## config.mk

```make
export PLATFORM = sky130hd
export DESIGN_NAME = regfile_arbiter
export DESIGN_NICKNAME = d
export VERILOG_FILES = /design/src/rtl/regfile_arbiter.sv
export SDC_FILE = /design/constraint.sdc
export NUM_CORES = 1
export LEC_CHECK = 0
export ABC_AREA = 1
export BUFFER_PORTS_ARGS = -buffer_cell sky130_fd_sc_hd__clkbuf_2
export CAP_MARGIN = 30
export CORE_AREA = 2 2 72 74
export DETAILED_ROUTE_END_ITERATION = 7
export DIE_AREA = 0 0 74 76
export GPL_ROUTABILITY_DRIVEN = 1
export PLACE_DENSITY = 0.65
export SLEW_MARGIN = 20
export SYNTH_ARGS = -nofsm -noshare
export SYNTH_HDL_FRONTEND = slang
export SYNTH_SLANG_ARGS = --single-unit
```

## constraint.sdc

```tcl
create_clock -name clock -period 3.35 [get_ports clock]
set_input_delay 0.335 -clock clock [delete_from_list [all_inputs] [get_ports clock]]
set_output_delay 0.335 -clock clock [all_outputs]
set_load 0.005 [all_outputs]
```

## src/rtl/regfile_arbiter.sv

```systemverilog
// Round-robin arbiter sharing one single-ported register memory among NUM_REQ requesters.
// Optional lock feature: define REGFILE_ARB_LOCK_EN for exclusive ownership during read-modify-write.
module regfile_arbiter #(
  parameter int NUM_REQ = 2,
  parameter int DATA_W  = 32,
  parameter int ADDR_W  = 5
) (
  input  logic                      clock,
  input  logic                      reset,
  input  logic [NUM_REQ-1:0]        req_valid,
  output logic [NUM_REQ-1:0]        req_ready,
  input  logic [NUM_REQ-1:0]        req_write,
  input  logic [NUM_REQ-1:0]        req_lock,
  input  logic [NUM_REQ*ADDR_W-1:0] req_addr,
  input  logic [NUM_REQ*DATA_W-1:0] req_wdata,
  output logic [NUM_REQ-1:0]        rsp_valid,
  output logic [DATA_W-1:0]         rsp_rdata,
  output logic                      mem_en,
  output logic                      mem_we,
  output logic [ADDR_W-1:0]         mem_addr,
  output logic [DATA_W-1:0]         mem_wdata,
  input  logic [DATA_W-1:0]         mem_rdata
);

  localparam int PTR_W = $clog2(NUM_REQ);

  typedef enum logic {
    ARB    = 1'b0,
    LOCKED = 1'b1
  } arbStateT;

  logic [ADDR_W-1:0]  reqAddrArr  [NUM_REQ];
  logic [DATA_W-1:0]  reqWdataArr [NUM_REQ];

  logic [PTR_W-1:0]   rrPtr;
  logic [PTR_W-1:0]   rrPtrNext;
  logic [PTR_W-1:0]   grantIdx;
  logic [PTR_W-1:0]   scanPtr;
  logic [NUM_REQ-1:0] eligible;
  logic [NUM_REQ-1:0] grantVec;
  logic               anyGrant;

  logic               rspPend;
  logic [PTR_W-1:0]   rspIdx;

  arbStateT           state;
  logic [PTR_W-1:0]   lockOwner;

  genvar gi;
  generate
    for (gi = 0; gi < NUM_REQ; gi++) begin : gUnpack
      assign reqAddrArr[gi]  = req_addr[gi*ADDR_W +: ADDR_W];
      assign reqWdataArr[gi] = req_wdata[gi*DATA_W +: DATA_W];
    end
  endgenerate

  // While locked only the owner may compete; everyone else is masked off.
  assign eligible = (state == LOCKED) ? (req_valid & (NUM_REQ'(1) << lockOwner)) : req_valid;

  always_comb begin
    anyGrant = 1'b0;
    grantIdx = '0;
    scanPtr  = '0;
    for (int k = 0; k < NUM_REQ; k++) begin
      scanPtr = PTR_W'((int'(rrPtr) + k) % NUM_REQ);
      if (!anyGrant && eligible[scanPtr]) begin
        anyGrant = 1'b1;
        grantIdx = scanPtr;
      end
    end
  end

  assign grantVec = anyGrant ? (NUM_REQ'(1) << grantIdx) : '0;

  always_comb begin
    rrPtrNext = rrPtr;
    if (anyGrant) begin
      rrPtrNext = (grantIdx == PTR_W'(NUM_REQ - 1)) ? '0 : grantIdx + PTR_W'(1);
    end
  end

  always_ff @(posedge clock or posedge reset) begin
    if (reset) begin
      rrPtr   <= '0;
      rspPend <= 1'b0;
      rspIdx  <= '0;
    end else begin
      rrPtr   <= rrPtrNext;
      rspPend <= anyGrant && !req_write[grantIdx];
      rspIdx  <= grantIdx;
    end
  end

`ifdef REGFILE_ARB_LOCK_EN
  arbStateT         stateNext;
  logic [PTR_W-1:0] lockOwnerNext;

  always_ff @(posedge clock or posedge reset) begin
    if (reset) begin
      state     <= ARB;
      lockOwner <= '0;
    end else begin
      state     <= stateNext;
      lockOwner <= lockOwnerNext;
    end
  end

  // The releasing transaction (lock=0 from the owner) still completes normally.
  always_comb begin
    stateNext     = state;
    lockOwnerNext = lockOwner;
    if (anyGrant) begin
      case (state)
        ARB: begin
          if (req_lock[grantIdx]) begin
            stateNext     = LOCKED;
            lockOwnerNext = grantIdx;
          end
        end
        LOCKED: begin
          if (!req_lock[grantIdx]) begin
            stateNext = ARB;
          end
        end
        default: stateNext = ARB;
      endcase
    end
  end
`else
  logic unusedLock;

  assign state      = ARB;
  assign lockOwner  = '0;
  assign unusedLock = ^req_lock;
`endif

  always_comb begin
    req_ready = '0;
    mem_en    = 1'b0;
    mem_we    = 1'b0;
    mem_addr  = '0;
    mem_wdata = '0;
    rsp_valid = '0;
    rsp_rdata = '0;
    if (!reset) begin
      req_ready = grantVec;
      if (anyGrant) begin
        mem_en    = 1'b1;
        mem_we    = req_write[grantIdx];
        mem_addr  = reqAddrArr[grantIdx];
        mem_wdata = reqWdataArr[grantIdx];
      end
      if (rspPend) begin
        rsp_valid = NUM_REQ'(1) << rspIdx;
        rsp_rdata = mem_rdata;
      end
    end
  end

endmodule

```

==> run metrics <==
status=finished clean; core box area=4910 µm²; setup clock skew after layout=0.000666 ns; DRC violations left=0; master cell of the clock root buffer=clkbuf_8; Flop pwr share=a little under an eighth; crit path cell chain=clkbuf_2 -> inv_1 -> buf_4 -> nand3_1 -> nand2_1 -> clkbuf_2; Die Wd=around 74 µm; number of endpoints with negative hold slack in the final report=0; top library cells by usage in the layout, fill and taps aside=186 x clkbuf_2, 115 x nand2_1, 39 x nand3_1; longest individual stage delay on the worst path=a little under 0.4 ns; sum of buffers and inverters on the critical path=4; portion of total power attributed to the clock network=between 20% and 30%; share of the synthesized area in the top cell type=between 40% and 50%; average routed wire per standard cell=about 9 µm; dominant cell type by area after synthesis=nand2_1; number of nets in the layout=slightly above 500; data arrival time of the critical path=approximately 1.6 ns; RSZ-0062 raised after global routing=no; netlist area before placement=~1000 µm²; switching share of power=38.7%; CTS HTree Levels=1; die height=between 70 and 80 µm; slowest cell on the critical path=buf_4; final worst path period need=1.97 ns; count of warnings emitted by yosys=0; final setup slack of the worst path=1.39 ns; GPL Wtd Cong=around 0.79; Peak VDD IR=around 120 µV; estimated wirelength of the detail-placed design=3430 µm; total routing resource utilization after global routing=14.7%; finished layout cell area=approximately 2000 µm²; global-route wire length before repair=slightly below 7000 µm; Most common cell on crit path=clkbuf_2; Final period util=between 50% and 60%; final-report setup violation count=0; Clock Tree Buf Depth=2; worst setup slack after placement=1.36 ns; via count of the first global-routing pass=1667; portion of total power attributed to combinational logic=61.3%; Vias=~1900; number of buffers inserted by hold repair at cts=0; non-filler cells, final=472; layout filler cell count=about 560; largest cells by area after synthesis=nand2_1 42%, nand3_1 19%, nor2_1 13%; cell internal pwr=0.238 mW; post-DR vias/cell=4.08; Crit Path Max Fanout=43; layout overhead on the synthesized area=97.2%; number of instances in the placed design=467; TritonCTS clock tree=yes; Pre-antenna DRT Iters=4; Max Clock Freq=509 MHz; cells resized by post-CTS repair=0; Clock Latency Late Sink=about 0.21 ns; fraction of the yosys area taken by sequential cells=around 7.4%; antenna diode count=0; number of antenna-violating nets in the routed design=0; max-cap viol count=0; overall routed net length=4270 µm; worst rel slew slack=between 50% and 60%; number of register bits inferred by synthesis=3; Sw Pwr=around 0.15 mW; final setup TNS=0 ns; type of the setup path with the least slack=primary input to primary output; pwr dens=~190 nW/µm²; count of final max-slew check failures=0; commonest non-fill, non-tap cell in the layout=clkbuf_2; post-synthesis net count=342; Clock Sinks=3; IO buf count=186; synthesized netlist cell count=228; Data required, critical path=3.01 ns; number of top-level design ports=approximately 190; class of the tightest hold or removal check=primary input to flip-flop; number of standard-cell rows in the floorplan=26; number of antenna violations at the first check in global routing=0; Leak Pwr=approximately 1.4 nW; Num CTS Buffers=3; Post-CTS Setup Bufs=0; Die Footprint=~5600 µm²; Setup crit end kind=primary output; largest net degree at the start of global routing=between 40 and 50; top cell family by delay on the critical path=buffers and inverters; kind of launch point of the worst setup path=primary input; core occupancy in the finished layout=around two fifths; mean area per synthesized cell=about 4.5 µm²; sum of overflow across all layers after global routing=0; Worst Max-Slew Pin Slew=around 0.64 ns; clock-pin slew on the worst setup and hold paths=~0.030 ns; combined area of the multi-input logic cells=around 790 µm²; starting density of the core=between 20 and 25%; register area=around 75 µm²; violation count after the first detailed-routing iteration=55; distinct cell type count after synthesis=14; fraction of layout cells with a size suffix above 1=49.3%; Area after DPL=between 1500 and 2000 µm²
-- state kept, by name, indices dropped and copies added (netlist names) --
| name | flops |
|---|---|
| rrPtr | 1 |
| rspIdx | 1 |
| rspPend | 1 |
-- metal layers --
layer	share of wire (%)	routed length [µm]	global-route usage [%]	up-vias
met3	6.1	260	1.46	4
met2	52	2210	28.9	79
li1	-	-	-	1043
met1	41	1760	15.9	802
met4	0.80	34	3.82	0
met5	0	0	0	-
-- power by group through the flow --
stage | Combinational, mW | Clock (mW) | Sequential, mW
after detailed placement | 0.229 | 0 | 0.0543
after global placement | 0.226 | 0 | 0.0541
final | 0.238 | 0.105 | 0.0456
after floorplan | 0.118 | 0 | 0.0426
after global routing | 0.272 | 0.109 | 0.0461
after CTS | 0.229 | 0.108 | 0.0540
-- metrics by stage --
step | hold WS [ns] | power (mW)
after floorplan | 0.435 | 0.161
after global placement | 0.560 | 0.281
after detailed placement | 0.570 | 0.283
after CTS | 0.367 | 0.391
after global routing | 0.386 | 0.427
final | 0.370 | 0.388
-- worst register-to-register path, delay by kind of cell, from the launching register on --
kind	cells	cell delay [ns]
buf+inv	1	0.07
flops	1	0.39
simple gates	5	0.31
-- area by class of cell --
cell class / instances / share of cell area, %
clock buffers: 4 / 2.24
inverters: 10 / 1.87
multi-input cells: 195 / 39.6
flip-flops and latches: 3 / 3.74
well taps: 70 / 4.36
repair buffers: 190 / 48.2
-- synthesized netlist by cell type --
library cell	count
a21oi_1	1
buf_4	4
nand3_1	39
nand2_1	115
nor2_1	36
nand2_2	2
inv_2	1
inv_1	9
dfrtp_1	3
buf_2	8
clkbuf_1	6
o21ai_0	1
nor2_2	1
buf_6	2
-- logic make-up after synthesis --
kind of cell | share of synthesized area [%]
compound gates | 0.982
buf+inv | 15.0
flops | 7.37
simple gates | 76.7
-- path summary, 6_finish.rpt --
check | from | end | slack [ns] | cells past startpoint
setup / recovery | reset | mem_wdata[7] | 1.39 | 6
max in group asynchronous | reset | rspPend$_DFF_PP0_ | 2.43 | 3
setup reg to reg | rrPtr$_DFFE_PP0N_ | rspPend$_DFF_PP0_ | 2.47 | 6
hold / removal | req_write[0] | rspPend$_DFF_PP0_ | 0.37 | 4
hold reg to reg | rrPtr$_DFFE_PP0N_ | rrPtr$_DFFE_PP0N_ | 0.57 | 2
min in group asynchronous | reset | rspIdx$_DFF_PP0_ | 0.61 | 3
Power figures use the tool's default switching activity.
